===== src/rtl/clk_period_monitor.sv =====
// clk_period_monitor
//   Brings a slow asynchronous clock into the ref_clk domain, measures each of
//   its periods in ref_clk cycles, checks the measured period against a
//   tolerance window, and reports lock and loss of the monitored clock.
//
// Ports
//   ref_clk       in   system clock; the only clock in the block
//   reset         in   asynchronous active-high reset
//   clk_in        in   monitored slow clock, asynchronous to ref_clk
//   rise_pulse    out  one-cycle strobe per detected rising edge of clk_in
//   period        out  [CNT_W] most recent measured period, held between updates
//   period_valid  out  one-cycle strobe when period has just been updated
//   locked        out  high while in LOCKED
//   lost          out  high while in LOST
module clk_period_monitor #(
  parameter int CNT_W      = 12,
  parameter int MIN_PERIOD = 990,
  parameter int MAX_PERIOD = 1010,
  parameter int TIMEOUT    = 2000,
  parameter int LOCK_COUNT = 4
) (
  input  logic             ref_clk,
  input  logic             reset,
  input  logic             clk_in,
  output logic             rise_pulse,
  output logic [CNT_W-1:0] period,
  output logic             period_valid,
  output logic             locked,
  output logic             lost
);

  localparam int GC_W = $clog2(LOCK_COUNT + 1);

  localparam logic [CNT_W-1:0] MIN_C   = CNT_W'(MIN_PERIOD);
  localparam logic [CNT_W-1:0] MAX_C   = CNT_W'(MAX_PERIOD);
  localparam logic [CNT_W-1:0] TO_C    = CNT_W'(TIMEOUT);
  localparam logic [CNT_W-1:0] CNT_MAX = '1;
  localparam logic [GC_W-1:0]  LC_C    = GC_W'(LOCK_COUNT);

  typedef enum logic [1:0] {IDLE, ACQUIRE, LOCKED, LOST} state_t;

  state_t           state, state_n;
  logic [GC_W-1:0]  good_cnt, good_n;
  logic [CNT_W-1:0] cnt;
  logic             sync1, sync2, sync3;
  logic             rise, report, in_range;

  // Two-flop synchronizer plus a history flop for edge detection.
  always_ff @(posedge ref_clk or posedge reset) begin
    if (reset) begin
      sync1 <= 1'b0;
      sync2 <= 1'b0;
      sync3 <= 1'b0;
    end else begin
      sync1 <= clk_in;
      sync2 <= sync1;
      sync3 <= sync2;
    end
  end

  assign rise = sync2 & ~sync3;

  // Loading 1 on the edge makes cnt equal the edge-to-edge distance when the
  // next edge arrives. Saturation keeps a dead clock from wrapping back into
  // the tolerance window.
  always_ff @(posedge ref_clk or posedge reset) begin
    if (reset)                 cnt <= '0;
    else if (rise)             cnt <= CNT_W'(1);
    else if (cnt != CNT_MAX)   cnt <= cnt + 1'b1;
  end

  assign in_range = (cnt >= MIN_C) && (cnt <= MAX_C);

  always_ff @(posedge ref_clk or posedge reset) begin
    if (reset) begin
      state    <= IDLE;
      good_cnt <= '0;
    end else begin
      state    <= state_n;
      good_cnt <= good_n;
    end
  end

  // An edge always takes priority over the timeout on the same cycle.
  always_comb begin
    state_n = state;
    good_n  = good_cnt;
    report  = 1'b0;
    case (state)
      IDLE: begin
        if (rise) begin
          state_n = ACQUIRE;
          good_n  = '0;
        end else if (cnt == TO_C) begin
          state_n = LOST;
        end
      end
      ACQUIRE, LOCKED: begin
        if (rise) begin
          report = 1'b1;
          if (in_range) begin
            good_n = (good_cnt == LC_C) ? good_cnt : good_cnt + 1'b1;
            if (good_n == LC_C) state_n = LOCKED;
          end else begin
            good_n  = '0;
            state_n = ACQUIRE;
          end
        end else if (cnt == TO_C) begin
          state_n = LOST;
        end
      end
      LOST: begin
        // Re-arm only: no prior edge to measure against.
        if (rise) begin
          state_n = ACQUIRE;
          good_n  = '0;
        end
      end
      default: state_n = IDLE;
    endcase
  end

  // Status flags are registered from the next state so locked/lost change
  // in the same cycle as the period_valid that caused them.
  always_ff @(posedge ref_clk or posedge reset) begin
    if (reset) begin
      rise_pulse   <= 1'b0;
      period       <= '0;
      period_valid <= 1'b0;
      locked       <= 1'b0;
      lost         <= 1'b0;
    end else begin
      rise_pulse   <= rise;
      period_valid <= report;
      if (report) period <= cnt;
      locked       <= (state_n == LOCKED);
      lost         <= (state_n == LOST);
    end
  end

endmodule


===== config.mk =====
export PLATFORM = sky130hd
export DESIGN_NAME = clk_period_monitor
export DESIGN_NICKNAME = d
export VERILOG_FILES = /design/src/rtl/clk_period_monitor.sv
export SDC_FILE = /design/constraint.sdc
export NUM_CORES = 1
export LEC_CHECK = 0
export BUFFER_PORTS_ARGS = -buffer_cell sky130_fd_sc_hd__clkbuf_2
export CAP_MARGIN = 5
export CORE_MARGIN = 2
export CORE_UTILIZATION = 35
export CTS_CLUSTER_DIAMETER = 60
export DETAILED_ROUTE_END_ITERATION = 10
export PLACE_DENSITY_LB_ADDON = 0.1
export SETUP_SLACK_MARGIN = 0.05
export SLEW_MARGIN = 20
export SYNTH_ARGS = -nofsm -noshare
export SYNTH_HDL_FRONTEND = slang
export SYNTH_SLANG_ARGS = --single-unit

===== constraint.sdc =====
create_clock -name ref_clk -period 2 [get_ports ref_clk]
set_input_delay 0.1 -clock ref_clk [delete_from_list [all_inputs] [get_ports ref_clk]]
set_output_delay 0.1 -clock ref_clk [all_outputs]
set_load 0.02 [all_outputs]

Word level (Yosys, flattened, before mapping)
Cells that the tools add are included.

$add $sub $neg: 2. Multiply operators: 0. Divide/modulo/power cells: 0. Order comparisons: 2. Equality and inequality tests: 11. Shifts and indexed selects: 0. Multiplexer cells: 16. Bitwise logic cells: 2. Reductions and logical operators: 6.

Operator list (number): 12-bit 2-to-1 mux (2); 12-bit by 1-bit adder with 12-bit output (second input constant) (1); 12-bit by 11-bit equality test with 1-bit output (second input constant) (1); 12-bit by 10-bit >= comparator with 1-bit output (second input constant) (1); 12-bit by 10-bit <= comparator with 1-bit output (second input constant) (1); 2-bit 2-to-1 mux (6); 3-bit 2-to-1 mux (4); 12-bit != test (second input constant) (1); 2-bit equality test (second input constant) (4); 3-bit equality test (second input constant) (2); 2-bit case mux with 3 select lines (1); 3-bit case mux with 2 select lines (1); 2-bit OR reduction (2); 3-bit by 1-bit adder with 3-bit output (second input constant) (1); 2-bit by 1-bit equality test with 1-bit output (second input constant) (1); 2-bit logical NOT (1); 1-bit 2-to-1 mux (2); 2-bit by 1-bit != test with 1-bit output (second input constant) (1); 2-bit != test (second input constant) (1); 2-bit AND reduction (1); 2-bit nonzero test (1); 1-bit bitwise AND (1); 1-bit logical AND (1); 1-bit NOT (1).

Register bits after elaboration: 36. Latch bits: 0. RAM bits: 0. Memory bits (read-only): 0. Output and inout port bits: 16. Logic and storage cells: 50. Memories: 0.

Depth between registers and ports, before layout
Gate-level depths: netlist of run 1.

Depth in word-level cells: 8. Depth in mapped cells: 8.

Least setup slack after synthesis of run 1
OpenSTA, ideal clock, no wires.

Path type: reg-to-reg. From: reg cnt[1]. To: reg cnt[3]. Data arrival time: 1630 ps. Slack: 238 ps. Stages on the path, launching flop included: 8. Clock period less this slack: 1762 ps. Cells stage by stage: dfrtp_1 -> ha_1 -> inv_1 -> or4b_1 -> buf_6 -> nand4_1 -> xor2_1 -> nor2_1.

Word-level cells in the longest chain between the ends: 3.

RTL lines: start, declared (RTL line 44) `logic [CNT_W-1:0] cnt;`; start signal, assigned (RTL line 69) `else if (cnt != CNT_MAX) cnt <= cnt + 1'b1;`; 12-bit by 1-bit adder with 12-bit output (RTL line 69); 12-bit 2-to-1 mux (RTL line 69); 12-bit 2-to-1 mux (RTL line 68) `else if (rise) cnt <= CNT_W'(1);`.

Several ways; a longest one is shown, not always the timed one. The select of a mux whose other input is x is not followed. A chain may end at the register's enable or synchronous reset.

Final worst setup path of run 1
From: reg good_cnt[0]. To: reg lost.

Word-level cells in the longest chain between the ends: 8.

RTL lines: start, declared (RTL line 43) `logic [GC_W-1:0] good_cnt, good_n;`; start signal, assigned (RTL line 80) `good_cnt <= good_n;`; 3-bit by 1-bit adder with 3-bit output or 3-bit equality test (tied branches) (RTL line 102) `good_n = (good_cnt == LC_C) ? good_cnt : good_cnt + 1'b1;`; 3-bit 2-to-1 mux * (RTL line 102); 3-bit equality test * (RTL line 103) `if (good_n == LC_C) state_n = LOCKED;`; 2-bit 2-to-1 mux * (RTL line 103); 2-bit 2-to-1 mux * (RTL line 101) `if (in_range) begin`; 2-bit 2-to-1 mux * (RTL line 99) `if (rise) begin`; 2-bit case mux with 3 select lines * (RTL line 89) `case (state)`; 2-bit equality test * (RTL line 137) `lost <= (state_n == LOST);`; end signal, assigned (RTL line 137); end, declared (RTL line 29) `output logic lost`.

Every way passes the cells marked *; elsewhere a longest branch is shown, timed or not.

==> results of run 1 <==
-- metal layers --
metal / part of all wire / vias to the layer above
li1: - / 648
met1: 0.50 / 632
met2: 0.45 / 28
met3: 0.038 / 7
met4: 0.016 / 0
met5: 0 / -
-- repair_timing --
item,4_1_cts,5_1_grt
hold endpoints to repair,37,0
hold buffers,2,0
setup buffers,0,2
pin swaps,0,1
endpoints found under the setup margin,3,8
resized for setup,1,5
-- Yosys cell counts --
cell        n
buf_1       1
buf_6       1
buf_4       2
nor4bb_1    1
a211o_1     1
and3_1      2
nand4_1     4
nand2_1    15
nand3_1     3
o211ai_1    1
or4b_1      1
o32ai_1     1
a211oi_1    2
and4_1      1
mux2_2      9
xor2_1      6
buf_2       1
a21o_1      1
nor2b_1     1
o31ai_1     1
nor2_1     16
nand4b_1    1
a21boi_0    1
clkinv_1    1
nor4_1      2
a21oi_1     6
and2_1      1
xnor2_1     3
nand2b_1    1
inv_1      14
clkbuf_1    1
mux2i_1     1
a31oi_1     6
nor4b_1     2
dfrtp_1    36
a221oi_1    1
o21ai_0     7
a2111oi_0   1
and4b_1     2
o22ai_1     1
ha_1        7
-- cells in the final DEF (no fill, tap or decap), types with 2 or more instances in the layout --
cell           synthesis  layout
clkbuf_2               0      18
o21ai_0                7       6
a31oi_1                6       6
a211oi_1               2       2
nor2_1                16      16
ha_1                   7       7
mux2_2                 9       9
and3_1                 2       2
buf_4                  2      14
dfrtp_2                0       2
dlygate4sd3_1          0       2
nand2_1               15      15
xnor2_1                3       3
nor4b_2                0       2
a21oi_1                6       6
nand4_1                4       4
nor4_1                 2       2
nand3_1                3       3
inv_1                 14      14
and4b_1                2       2
dfrtp_1               36      34
clkbuf_8               0       6
xor2_1                 6       6
-- power by group through the flow --
stage	combinational (mW)	sequential (mW)	clock, mW
floorplan	0.201	0.897	0
global placement	0.342	0.870	0
detailed placement	0.340	0.874	0
CTS	0.346	0.862	0.554
global route	0.387	0.880	0.593
finish	0.344	0.867	0.531
-- registers in the layout, summed over array words and instances, names as in the netlist, 2 cells and up --
name,cells
good_cnt,3
state,2
period,12
cnt,12
-- per-stage QoR --
step / cells / hold slack, ns / cell area (um2)
global placement: 257 / 0.2041 / 1963
finish: 269 / 0.3542 / 2111
floorplan: 166 / 0.1314 / 1738
global route: 269 / 0.3724 / 2111
CTS: 267 / 0.3589 / 2081
detailed placement: 257 / 0.2096 / 1963
-- worst min path at each step --
stage / end / slack, ns / cells after the start
2_1_floorplan: sync1$_DFF_PP0_ / 0.13 / 0
3_3_place_gp: sync2$_DFF_PP0_ / 0.20 / 3
3_5_place_dp: sync1$_DFF_PP0_ / 0.21 / 1
4_1_cts: sync2$_DFF_PP0_ / 0.36 / 0
5_1_grt: sync2$_DFF_PP0_ / 0.37 / 0
6_report: sync2$_DFF_PP0_ / 0.35 / 0
-- layout make-up --
| cell class | count | area [um2] | share of cell area |
|---|---|---|---|
| multi-input combinational | 109 | 758.2 | 0.3592 |
| sequential | 36 | 903.4 | 0.4280 |
| clock inverter | 1 | 7.507 | 0.003557 |
| clock buffer | 7 | 86.33 | 0.04090 |
| timing repair buffer | 34 | 215.2 | 0.1020 |
| tap | 67 | 83.83 | 0.03972 |
| inverter | 15 | 56.30 | 0.02667 |
-- kinds of logic (layout without fill, tap and decap cells) --
group | Yosys count | after routing | share of synthesized area
DFF | 36 | 36 | 0.5184
buffers and inverters | 21 | 57 | 0.05470
xor gates and xnor gates | 9 | 9 | 0.04536
adders and majority gates | 7 | 7 | 0.05039
muxes | 10 | 10 | 0.06408
AOI/OAI and AO/OA | 30 | 30 | 0.1087
and+or+nand+nor | 53 | 53 | 0.1584
==> flow_summary.json, run 1 <==
{
  "power_density_nw_per_um2": 825.4,
  "io_buffers": 18,
  "insertion_delay_ns": 0.29,
  "core-area_um2": 4755,
  "drive_gt1_frac": 0.2624,
  "drt_iter0_drc": 105,
  "crit_path_end_kind": "register",
  "cap_violations": 0,
  "rsz0062_at_grt": "true",
  "cts_root_buffer": "clkbuf_8",
  "synth.area.top_cells": "dfrtp_1 52%, mux2_2 5.8%, ha_1 5.0%, nor2_1 3.5%, nand2_1 3.2%",
  "ys.warnings.count": 0,
  "reg2reg_to": "lost$_DFF_PP0_",
  "cp_top_family": "compound AO/OA/AOI/OAI gates",
  "cp.arrival_ns": 2.09,
  "clk_pin_slew_worst_paths_ns": 0.07,
  "cts_tree": "built",
  "grtUsageMet1": 0.1998,
  "crit_required_ns": 2.21,
  "synth_area_um2": 1738,
  "cp_cell_sequence": "inv_1, ha_1, nor4b_2, a221oi_1, a211oi_1, a21oi_1, a21oi_1",
  "tightest_slew_ns": 0.4680,
  "outcome": "complete, no violations",
  "pwr-share-comb": 0.197,
  "routed_via_density": 4.888,
  "grtUsageTotal": 0.1458,
  "p_clk_frac": 0.305,
  "final_antenna_net_count": 0,
  "swShare": 0.2937,
  "fmax_mhz": 531.7,
  "pin_count": 19,
  "fin_crit_ns": 1.881,
  "setup_slack_ns": 0.1194,
  "grt_pass1_wl_mm": 6.058,
  "synth_nets": 176,
  "initial_core_util": 0.3655,
  "final_core_util": 0.4439,
  "tns_ns": 0,
  "slew_viol_final": 0,
  "r2r_start": "good_cnt[0]$_DFFE_PP0P_",
  "setup_violations": 0,
  "synth.distinct_cells": 41,
  "dp_hpwl_mm": 2.538,
  "syn_area_per_cell_um2": 10.47,
  "final_net_count": 211,
  "dp_worst_setup_slack_ns": 0.02376,
  "cts-buffers-inserted": 5,
  "die_x_um": 74.47,
  "ys_ff_latch": 36,
  "critPathSlowestCell": "dfrtp_1",
  "synth_seq_area_share": 0.5184,
  "grt_max_degree": 37,
  "crit_top_cell": "a21oi_1",
  "grt_use_met2": 0.2153,
  "syn_inst": 166,
  "grt_pass1_vias": 1287,
  "dieHeight_um": 74.47,
  "post-route-period-util": 0.9403,
  "h-tree-depth": 2,
  "fin_skew_ns": 0.007384,
  "wl_per_cell_um": 13.16,
  "synth_top_area_frac": 0.5184,
  "diodes": 0,
  "met3_usage": 0.04336,
  "crit_fanout": 3,
  "total_power_mw": 1.742,
  "intPower_mw": 1.231,
  "hp-class": "register to register",
  "vias": 1315,
  "ir_worst_vdd_uv": 418.5,
  "r2r_cells": 7,
  "seqPwrFrac": 0.498,
  "final-hold-violation-count": 0,
  "crit_type": "register to register",
  "max-slew-margin-rel": 0.6799,
  "worstHoldStart": "sync1$_DFF_PP0_",
  "cts.sinks": 36,
  "cp-endpoint": "lost$_DFF_PP0_",
  "routed_wl_mm": 3.540,
  "start_kind": "register",
  "crit_cells": 7,
  "overflow": 0,
  "die_area_um2": 5545,
  "placementRows": 25,
  "synth_area_leader_cell": "dfrtp_1",
  "critPathMaxStageDelay_ns": 0.37,
  "worstSetupStartpoint": "good_cnt[0]$_DFFE_PP0P_",
  "worst-path-buf-inv": 1,
  "gr-max-usage-layer": "met2",
  "leakagePower_nw": 1.031,
  "drtPass1Iterations": 4,
  "antenna_found_initial": 0,
  "fillers": 487,
  "syn2layout_area_growth_pct": 21.45,
  "gp_congestion": 0.8946,
  "remaining_drc_errors": 0,
  "cts_buffer_depth": 2,
  "r2r_slack_ns": 0.12,
  "p_switching_mw": 0.5116
}
No activity file was read; power rests on OpenSTA's default activity.
==> run 2, diff against run 1 <==
--- a/config.mk
+++ b/config.mk
@@ -5,10 +5,11 @@
 export SDC_FILE = /design/constraint.sdc
 export NUM_CORES = 1
 export LEC_CHECK = 0
+export ABC_AREA = 1
 export BUFFER_PORTS_ARGS = -buffer_cell sky130_fd_sc_hd__clkbuf_2
 export CAP_MARGIN = 5
 export CORE_MARGIN = 2
-export CORE_UTILIZATION = 35
+export CORE_UTILIZATION = 43
 export CTS_CLUSTER_DIAMETER = 60
 export DETAILED_ROUTE_END_ITERATION = 10
 export PLACE_DENSITY_LB_ADDON = 0.1
==> run 2 against run 1 <==
Net effect:
- non-clock buffer count shrank 12
- routed wire length is 4.5% higher
- register-to-register slack gained 0.22 ns
- critical path type unchanged
- critical endpoint is now state[1]$_DFF_PP0_
==> flow_summary.json, run 2 <==
{
  "syn2layout_area_growth_pct": 14.62,
  "swShare": 0.3051,
  "layout.cells.non_filler": 289,
  "syn_area_per_cell_um2": 8.516,
  "synth_top_area_frac": 0.4990,
  "crit_type": "register to register",
  "overflow": 0,
  "die_x_um": 68.80,
  "cts_setup_buffers": 0,
  "grt_pass1_wl_mm": 6.258,
  "synthAdderAreaFrac": 0.04851,
  "ys_ff_latch": 36,
  "synth_area_um2": 1805,
  "fmax_mhz": 602.6,
  "die_area_um2": 4733,
  "most-common-layout-cells": "48 x nand2_1, 36 x dfrtp_1, 24 x inv_1",
  "fin_crit_ns": 1.659,
  "dieHeight_um": 68.80,
  "insertion_delay_ns": 0.29,
  "pin_count": 19,
  "start_kind": "register",
  "max-slew-margin-rel": 0.6986,
  "drtPass1Iterations": 4,
  "total_power_mw": 1.683,
  "cts_tree": "built",
  "remaining_drc_errors": 0,
  "synth_edf_count": 0,
  "vias": 1437,
  "wl_per_cell_um": 12.81,
  "leakagePower_nw": 1.021,
  "placementRows": 23,
  "crit_required_ns": 2.17,
  "cts_root_buffer": "clkbuf_8",
  "synth_top_family_by_area": "simple AND/OR/NAND/NOR gates",
  "routed_via_density": 4.972,
  "cts-buffers-inserted": 5,
  "synthArstFlopShare": 1.000,
  "drt_iter0_drc": 89,
  "hp-class": "register to register",
  "synth_seq_area_share": 0.4990,
  "fin_area_um2": 2069,
  "slew_viol_final": 0,
  "power_density_nw_per_um2": 813.0,
  "final-hold-violation-count": 0,
  "ys.warnings.count": 0,
  "synth_mux_area_frac": 0,
  "post_cts_resized": 0,
  "outcome": "complete, no violations",
  "grt_max_degree": 37,
  "post-route-period-util": 0.8297,
  "syn_inst": 212,
  "synth.most_common_cell": "nand2_1",
  "grtUsageTotal": 0.1844,
  "dp_hpwl_mm": 2.758,
  "drive_gt1_frac": 0.2050,
  "final_net_count": 248,
  "crit_path_end_kind": "register",
  "intPower_mw": 1.169,
  "synth-xor-area-share": 0.009702,
  "tightest_slew_ns": 0.4521,
  "cts_buffer_depth": 2,
  "diodes": 0,
  "h-tree-depth": 2,
  "initial_core_util": 0.4481,
  "synth_compound_area_frac": 0.1157,
  "pwr-share-comb": 0.169,
  "gp_congestion": 0.8364,
  "antenna_found_initial": 0,
  "seqPwrFrac": 0.519,
  "synth.distinct_cells": 29,
  "synth_common_cells": "48 x nand2_1, 36 x dfrtp_1, 24 x inv_1",
  "fin_skew_ns": 0.003481,
  "top_regs": "cnt: 12 flops, period: 12 flops, good_cnt: 3 flops",
  "setup_violations": 0,
  "ir_worst_vdd_uv": 486.0,
  "hold_buffers": 2,
  "synth_nets": 222,
  "placedCellCount": 279,
  "clk_pin_slew_worst_paths_ns": 0.06,
  "routed_wl_mm": 3.701,
  "p_switching_mw": 0.5134,
  "io_buffers": 18,
  "layout_commonest_cell": "nand2_1",
  "cp.arrival_ns": 1.83,
  "cts.sinks": 36,
  "p_clk_frac": 0.312,
  "synth.area.top_cells": "dfrtp_1 50%, nand2_1 10%, o21ai_1 5.0%, inv_1 5.0%, ha_1 4.9%",
  "grt_pass1_vias": 1337,
  "cap_violations": 0,
  "tns_ns": 0,
  "synth-simple-area-share": 0.2516,
  "crit_fanout": 4,
  "final_antenna_net_count": 0,
  "final_core_util": 0.5137,
  "placed_cell_area_um2": 1959,
  "synth_area_leader_cell": "dfrtp_1",
  "rsz0062_at_grt": "false",
  "core-area_um2": 4029,
  "synth_flop_cell": "dfrtp_1"
}
==> run 2: changes by cell type after synthesis, moves of 5 or more <==
| cell | change |
|---|---|
| nand3_1 | +7 |
| nand2_1 | +33 |
| o21ai_1 | +18 |
| nand2_2 | +5 |
| inv_2 | +6 |
| mux2_2 | -9 |
| inv_1 | +10 |
==> run 2: layer usage <==
layer,global-route usage,part of all wire
met4,0.07108,0.014
met5,0,0
met3,0.06169,0.051
met1,0.2541,0.51
met2,0.2668,0.43
==> run 2: final cells by class <==
cell class,instances,area (um2)
fill,376,1959
multi-input combinational,141,768.2
clock buffer,8,90.09
tap,50,62.56
sequential,36,900.9
inverter,32,122.6
timing repair buffer,22,125.1
==> run 2: power by group through the flow <==
stage	logic, mW	clock network, mW	registers, mW
6_report	0.284	0.524	0.874
5_1_grt	0.327	0.577	0.882
4_1_cts	0.292	0.546	0.871
3_5_place_dp	0.287	0	0.886
3_3_place_gp	0.289	0	0.884
2_1_floorplan	0.163	0	0.909
==> run 2: worst max-delay path, cell delays in order (launching register included) <==
cell and delay, ns:
dfrtp_1 0.41, inv_1 0.06, ha_1 0.30, inv_1 0.14, nand2_1 0.11, o21ai_0 0.17, a21oi_1 0.08, nor2_1 0.22
inv_1 0.06
==> run 2: stage by stage <==
step                setup WS (ns)  hold WS [ns]
finish                     0.3406        0.3562
global route               0.2444        0.3705
CTS                        0.3343        0.3595
detailed placement         0.3401        0.2105
global placement           0.3520        0.2076
floorplan                  0.5193        0.1314
==> run 2: final timing paths <==
check	cells after the start	end	from	slack, ns
max	8	state[1]$_DFF_PP0_	state[0]$_DFF_PP0_	0.34
min	0	sync2$_DFF_PP0_	sync1$_DFF_PP0_	0.36
max reg2reg	8	state[1]$_DFF_PP0_	state[0]$_DFF_PP0_	0.34
min reg2reg	0	sync2$_DFF_PP0_	sync1$_DFF_PP0_	0.36
max in group asynchronous	4	state[0]$_DFF_PP0_	reset	1.24
min in group asynchronous	4	period_valid$_DFF_PP0_	reset	0.44
==> run 2: logic make-up after synthesis <==
logic type | after synthesis
AND/OR/NAND/NOR | 94
AO/OA/AOI/OAI | 38
flip-flops | 36
buffers and inverters | 35
adder cells (fa/ha/maj) | 7
XOR/XNOR | 2
